==> config.mk <==
export PLATFORM = sky130hd
export DESIGN_NAME = mux_tree_pipe
export DESIGN_NICKNAME = d
export VERILOG_FILES = /design/src/rtl/mux_tree_pipe.sv
export SDC_FILE = /design/constraint.sdc
export NUM_CORES = 1
export LEC_CHECK = 0
export CORE_AREA = 2 2 213 215
export DETAILED_ROUTE_END_ITERATION = 8
export DIE_AREA = 0 0 215 217
export GPL_TIMING_DRIVEN = 0
export PLACE_DENSITY = 0.61
export SYNTH_ARGS = -nofsm -noshare
export SYNTH_HDL_FRONTEND = slang
export SYNTH_SLANG_ARGS = --single-unit
==> constraint.sdc <==
create_clock -name clk -period 1.6 [get_ports clk]
set_input_delay 0.32 -clock clk [delete_from_list [all_inputs] [get_ports clk]]
set_output_delay 0.32 -clock clk [all_outputs]
set_load 0.02 [all_outputs]
==> src/rtl/mux_tree_pipe.sv <==
// Parametrised N:1 mux built as a radix-4 tree. Any tree level can be registered, and
// the select, valid and out-of-range flags travel through the pipe with the data.
module mux_tree_pipe #(
  parameter int         WIDTH     = 32,
  parameter int         N         = 16,
  parameter logic [7:0] PIPE_MASK = 8'hFF,
  localparam int LEVELS = (N <= 4)     ? 1 :
                          (N <= 16)    ? 2 :
                          (N <= 64)    ? 3 :
                          (N <= 256)   ? 4 :
                          (N <= 1024)  ? 5 :
                          (N <= 4096)  ? 6 :
                          (N <= 16384) ? 7 : 8,
  localparam int SELW   = 2 * LEVELS
) (
  input  logic               clk,
  input  logic               rst,
  input  logic               en,
  input  logic [SELW-1:0]    sel,
  input  logic               in_valid,
  input  logic [N*WIDTH-1:0] data,
  output logic [WIDTH-1:0]   result,
  output logic               result_vld,
  output logic               result_oor
);

  localparam int LEAVES = 4 ** LEVELS;

  logic [LEAVES*WIDTH-1:0] leaves;
  logic                    oor;

  // Leaf positions beyond N read as zero, which is what makes an out-of-range select yield 0.
  always_comb begin
    // NOTE: assign a default first in always_comb so every bit is driven on every path and no latch is inferred.
    leaves              = '0;
    leaves[N*WIDTH-1:0] = data;
  end

  assign oor = 32'(sel) >= N;

  for (genvar k = 0; k < LEVELS; k++) begin : g_lvl
    localparam int NODES = 4 ** (LEVELS - 1 - k);

    logic [4*NODES*WIDTH-1:0] din;
    logic [SELW-1:2*k]        sel_i;
    logic                     vld_i;
    logic                     oor_i;
    logic [NODES*WIDTH-1:0]   mux;
    logic [NODES*WIDTH-1:0]   dout;
    logic                     vld_o;
    logic                     oor_o;

    if (k == 0) begin : g_src
      assign din   = leaves;
      assign sel_i = sel;
      assign vld_i = in_valid;
      assign oor_i = oor;
    end else begin : g_src
      assign din   = g_lvl[k-1].dout;
      assign sel_i = g_lvl[k-1].g_fwd.sel_o;
      assign vld_i = g_lvl[k-1].vld_o;
      assign oor_i = g_lvl[k-1].oor_o;
    end

    always_comb begin
      mux = '0;
      for (int n = 0; n < NODES; n++) begin
        mux[n*WIDTH +: WIDTH] = din[(4*n + int'(sel_i[2*k+1:2*k]))*WIDTH +: WIDTH];
      end
    end

    if (PIPE_MASK[k]) begin : g_reg
      // NOTE: sequential state uses non-blocking assignments so every stage samples the pre-edge values.
      always_ff @(posedge clk) begin
        if (rst) begin
          // NOTE: the data registers are cleared too, so result reads 0 after reset, not just result_vld.
          dout  <= '0;
          vld_o <= 1'b0;
          oor_o <= 1'b0;
        end else if (en) begin
          dout  <= mux;
          vld_o <= vld_i;
          oor_o <= oor_i;
        end
      end
    end else begin : g_comb
      assign dout  = mux;
      assign vld_o = vld_i;
      assign oor_o = oor_i;
    end

    // Select bits still needed by the levels above travel alongside this level's data.
    if (k < LEVELS - 1) begin : g_fwd
      logic [SELW-1:2*k+2] sel_o;

      if (PIPE_MASK[k]) begin : g_reg
        always_ff @(posedge clk) begin
          if (rst) begin
            sel_o <= '0;
          end else if (en) begin
            sel_o <= sel_i[SELW-1:2*k+2];
          end
        end
      end else begin : g_comb
        assign sel_o = sel_i[SELW-1:2*k+2];
      end
    end
  end

  assign result     = g_lvl[LEVELS-1].dout;
  assign result_vld = g_lvl[LEVELS-1].vld_o;
  assign result_oor = g_lvl[LEVELS-1].oor_o;

endmodule

==> run_results.csv, run 1 <==
group,metric,value,unit
sta,holdWs,0.5023,ns
clocking,cts_tree,"yes",
drt,drt_iter0_drc,401,
synthesis,yosysSeqAreaShare,31.06,%
drt,vias,10070,
clocking,clk_pin_slew_worst_paths,0.07,ns
cells_and_area,mostFrequentLayoutCells,"516 x clkdlybuf4s50_1, 306 x mux2i_1, 164 x dfxtp_1, 158 x or3b_2, 100 x o221ai_2",
sta,fin_crit_sh,97.07,%
drt,routed_wl,51.88,mm
place,hpwl,42.60,mm
worst_setup_path,crit_path_max_fanout,10,
cells_and_area,layout.nets,2016,
die,dieArea,0.04666,mm^2
power,pwr-share-clk,35.6,%
clocking,clk-insertion-delay-late,0.45,ns
worst_setup_path,critPathMaxStageDelay,0.45,ns
worst_setup_path,critPathSlowestCell,"buf_2",
synthesis,synth.net_count,1445,
synthesis,ys_types,14,
power,p_seq_share,36.8,%
synthesis,netlist_area,0.01057,mm^2
drt,routed_via_density,4.773,
clocking,clock-root-buffer,"clkbuf_16",
drt,drtAntennaViolNets,0,
worst_setup_path,end_kind,"flop",
cells_and_area,finalNonFillerCells,2110,
cells_and_area,drive_gt1_share,26.13,%
clocking,cts_buffers,17,
place,place_area,0.01683,mm^2
sta,setup_viol,0,
worst_setup_path,criticalPathCategory,"in -> reg",
power,p_int,0.008882,W
drt,firstDrtPassIters,7,
place,io_buffers,551,
synthesis,synth.avg_cell_area,11.43,um^2
drt,wl_per_cell,24.59,um
cells_and_area,layout_commonest_cell,"clkdlybuf4s50_1",
sta,relSlewSlack,64.67,%
sta,rsz0062_at_grt,"no",
worst_setup_path,worstPathRequired,1.92,ns
die,rows,78,
sta,maxSlewViolCount,0,
sta,finalClockSkew,0.01069,ns
worst_setup_path,crit_chain,"buf_2 -> buf_2 -> buf_2 -> mux2i_2 -> o221ai_2",
power,ir_drop,0.6272,mV
status,status,"completed",
sta,min_period,1.553,ns
sta,fmax,643.9,MHz
sta,tightest_slew,0.5300,ns
run,drv_cap,0,
grt,grt.overflow.total,0,
cells_and_area,design_area,0.01756,mm^2
die,initial_core_util,23.65,%
place,placed_cells,2076,
power,switching_share,28.41,%
worst_setup_path,start_kind,"primary input",
clocking,clock_sinks,164,
power,p_leak,6.799,nW
power,p_comb_share,27.6,%
power,p_sw,0.003525,W
cells_and_area,synthToLayoutAreaGrowth,66.18,%
drt,route.detailed.drc,0,
die,die_h,217,um
worst_setup_path,worst_path_most_repeated_cell,"buf_2",
place,gp_congestion,0.8702,
die,core-area,0.04470,mm^2
clocking,cts_max_path_buffers,2,
clocking,cts_hold_buf,0,
power,powerDensity,706.4,mW/mm^2
grt,first_global_vias,10880,
worst_hold_path,min_path_type,"reg -> reg",
sta,hold_viol_final,0,
synthesis,syn_inst,925,
grt,grt_usage,21.75,%
die,die_x,215,um
synthesis,synth_warnings,0,
sta,setup_tns,0,ns
synthesis,synth_seq_cells,164,
cells_and_area,fillers,4488,
clocking,cts_htree_levels,4,
worst_setup_path,arrival,1.87,ns
die,ioPinCount,554,
grt,antenna_found_initial,4,
grt,grt_max_degree,17,
grt,grt_first_pass_wirelength,73.93,mm
==> critical path, delay by kind of cell <==
family,cells,cell delay (ns)
compound gates,1,0.13
mux,1,0.43
buf+inv,3,0.97
==> power groups by stage <==
stage | combinational (W) | sequential (W) | clock, W
final | 0.00342 | 0.00456 | 0.00442
after global routing | 0.00364 | 0.00460 | 0.00469
after CTS | 0.00346 | 0.00456 | 0.00452
after detailed placement | 0.00344 | 0.00464 | 0
after global placement | 0.00342 | 0.00463 | 0
after floorplan | 0.00141 | 0.00462 | 0
==> flip-flops by register name, indices dropped and copies added, names as in the netlist <==
signal	count
g_lvl.dout	128
g_lvl.g_fwd.sel_o	2
g_lvl.vld_o	1
result	32
result_vld	1
==> final timing paths <==
path	startpoint	endpoint	slack, ns	depth (start not counted)
setup / recovery	sel[1]	g_lvl[0].dout[91]	0.05	5
hold / removal	result_vld	result_vld	0.50	2
setup reg to reg	g_lvl[0].g_fwd.sel_o[2]	result[7]	0.09	3
hold reg to reg	result_vld	result_vld	0.50	2
==> synthesized netlist by cell type <==
master / number / area (um^2)
buf_4: 2 / 15.01
dfxtp_1: 164 / 3283
o221ai_2: 100 / 1501
buf_1: 2 / 7.510
conb_1: 1 / 3.750
clkbuf_1: 34 / 127.6
or3b_2: 158 / 1384
or3b_1: 4 / 35.03
buf_6: 10 / 112.6
nand3b_1: 2 / 15.01
o221ai_1: 60 / 525.5
buf_2: 60 / 300.3
nor2_1: 4 / 15.01
mux2i_1: 324 / 3243
==> area by class of cell <==
class / count / area [um^2] / area share, %
antenna: 2 / 5.005 / 0.02850
buffer: 108 / 645.6 / 3.676
clock buffer: 18 / 439.2 / 2.501
clock inverter: 13 / 172.7 / 0.9831
multi-input combinational: 653 / 6790 / 38.66
sequential: 164 / 3283 / 18.69
tap: 600 / 750.7 / 4.274
timing repair buffer: 552 / 5477 / 31.18
==> routing by layer <==
metal  up-vias  routed length, um  GRT usage, %
li1       4819                  -             -
met1      4814              21780         26.32
met2       389              25870         38.92
met3        43               3250         4.752
met4         6                941         5.655
met5         -                 41             0
==> through the flow <==
stage	utilization, %	total power, W	setup WS, ns
after floorplan	-	0.006028	0.2731
after global placement	37.66	0.008058	-0.8581
after detailed placement	37.66	0.008077	-0.8485
after CTS	39.19	0.01254	0.0005087
after global routing	39.28	0.01293	0.004849
final	39.29	0.01241	0.04696
==> timing repair <==
action,CTS,global route
gates resized for setup,77,18
buffers inserted,1,0
endpoints found under the setup margin,190,25
==> cells by family after synthesis <==
| logic type | Yosys count | synth area share, % |
|---|---|---|
| buffers and inverters | 108 | 5.327 |
| other | 1 | 0.03548 |
| AOI/OAI and AO/OA | 160 | 19.18 |
| muxes | 324 | 30.69 |
| and+or+nand+nor | 168 | 13.71 |
| DFF | 164 | 31.06 |
No activity file was read; power rests on OpenSTA's default activity.
==> inputs of run 2 (changes only) <==
SKIP_CTS_REPAIR_TIMING = 1   (was not set)
==> run 2 against run 1 <==
  * Combinational power is essentially flat
  * Largest cell class unchanged
  * Count of clock-buffer cells in the layout is the same
  * Die area is the same
  * Sequential power is essentially flat
  * Final area grew 0.66%
  * Largest power group unchanged
  * Global-route usage is essentially flat
  * First-iteration DRC count grew 1.0%
==> run_results.csv, run 2 (synthesis results as in run 1) <==
group,metric,value,unit
drt,drtAntennaViolNets,0,
run,drv_cap,0,
clocking,cts_buffers,17,
worst_setup_path,ff2ff_path_depth,4,
clocking,cts_tree,"yes",
sta,setup_viol,0,
worst_setup_path,criticalPathCategory,"reg -> reg",
worst_setup_path,end_kind,"flop",
place,post-place-ws,-0.8485,ns
clocking,clock_sinks,164,
status,status,"completed",
sta,finalClockSkew,0.01220,ns
sta,fin_crit_sh,99.33,%
place,hpwl,42.60,mm
worst_setup_path,worstSetupStartpoint,"g_lvl[0].g_fwd.sel_o[2]",
grt,grt_max_degree,17,
cells_and_area,layout_commonest_cell,"clkdlybuf4s50_1",
worst_setup_path,ff2ff_setup_slack,0.01,ns
drt,firstDrtPassIters,5,
place,io_buffers,551,
power,ir_drop,0.6330,mV
worst_setup_path,start_kind,"flop",
place,place_area,0.01683,mm^2
worst_setup_path,endpoint,"result[26]",
worst_setup_path,worstPathRequired,1.91,ns
grt,grt_usage,21.74,%
drt,routed_via_density,4.769,
clocking,cts_max_path_buffers,2,
sta,relSlewSlack,62.61,%
cells_and_area,mostFrequentLayoutCells,"516 x clkdlybuf4s50_1, 307 x mux2i_1, 164 x dfxtp_1, 158 x or3b_2, 100 x o221ai_2",
worst_setup_path,r2r_start,"g_lvl[0].g_fwd.sel_o[2]",
worst_setup_path,timing.rr.end,"result[26]",
die,die_h,217,um
cells_and_area,synthToLayoutAreaGrowth,67.28,%
die,initial_core_util,23.65,%
place,gp_congestion,0.8702,
worst_setup_path,crit_path_max_fanout,10,
clocking,clock-root-buffer,"clkbuf_16",
die,core-area,0.04470,mm^2
clocking,cts_htree_levels,4,
drt,wl_per_cell,24.62,um
sta,fmax,629.2,MHz
sta,tightest_slew,0.5609,ns
cells_and_area,regMostFlops,"g_lvl.dout",
sta,rsz0062_at_grt,"yes",
drt,routed_wl,51.96,mm
grt,antenna_found_initial,4,
sta,worst_slack,0.01075,ns
worst_hold_path,min_path_type,"reg -> reg",
grt,grt_first_pass_wirelength,73.84,mm
grt,first_global_vias,10860,
die,ioPinCount,554,
sta,min_period,1.589,ns
clocking,clk_pin_slew_worst_paths,0.08,ns
die,rows,78,
drt,vias,10070,
sta,hold_viol_final,0,
cells_and_area,drive_gt1_share,25.66,%
die,die_x,215,um
cells_and_area,layout.nets,2016,
worst_setup_path,arrival,1.90,ns
power,p_leak,7.237,nW
sta,maxSlewViolCount,0,
drt,route.detailed.drc,0,
drt,drt_iter0_drc,405,
cells_and_area,design_area,0.01768,mm^2
cells_and_area,largest_register_ffs,128,
grt,grt.overflow.total,0,
power,powerDensity,703.6,mW/mm^2
die,dieArea,0.04666,mm^2
clocking,clk-insertion-delay-late,0.45,ns
-- run 2: layer usage --
layer	part of all wire [%]	GRT usage [%]	vias to the layer above
met3	6.0	4.500	39
met5	0.079	0	-
met4	1.7	5.816	6
met2	50	38.86	394
met1	42	26.45	4802
li1	-	-	4827
-- run 2: worst min path at each step --
stage / startpoint / end / depth (start not counted)
after floorplan: g_lvl[0].vld_o / g_lvl[0].vld_o / 2
after global routing: in_valid / g_lvl[0].vld_o / 3
after detailed placement: result_vld / result_vld / 2
after global placement: g_lvl[0].vld_o / result_vld / 2
final: result_vld / result_vld / 2
after CTS: sel[2] / g_lvl[0].g_fwd.sel_o[2] / 3
-- run 2: worst max-delay path, cell delays in order, from the launching register on --
cell,delay [ns]
dfxtp_1,0.33
buf_4,0.27
buf_4,0.33
mux2i_2,0.36
o221ai_1,0.15
-- run 2: power by group --
group          switching (W)  internal [W]  total [W]  leakage [nW]
Clock                0.00191       0.00252    0.00443         0.291
Combinational        0.00145       0.00200    0.00344          5.60
Sequential          0.000181       0.00438    0.00456          1.35
-- run 2: per-stage QoR --
stage	total power, W	hold slack (ns)	utilization [%]	setup TNS, ns	std cells
after CTS	0.01253	0.4800	39.03	-38.77	2107
final	0.01244	0.5020	39.55	0	2111
after detailed placement	0.008077	0.4978	37.66	-109.57	2076
after global routing	0.01294	0.4940	39.54	-0.3865	2108
after floorplan	0.006028	0.4601	-	0	925
after global placement	0.008058	0.4895	37.66	-110.81	2076
-- run 2: final cells by class --
type                       instances  area [um^2]
tap                              600        750.7
buffer                           108        620.6
sequential                       164         3283
fill                            4471        27020
antenna                            3        7.507
clock buffer                      18        439.2
clock inverter                    13        172.7
timing repair buffer             552         5610
multi-input combinational        653         6795
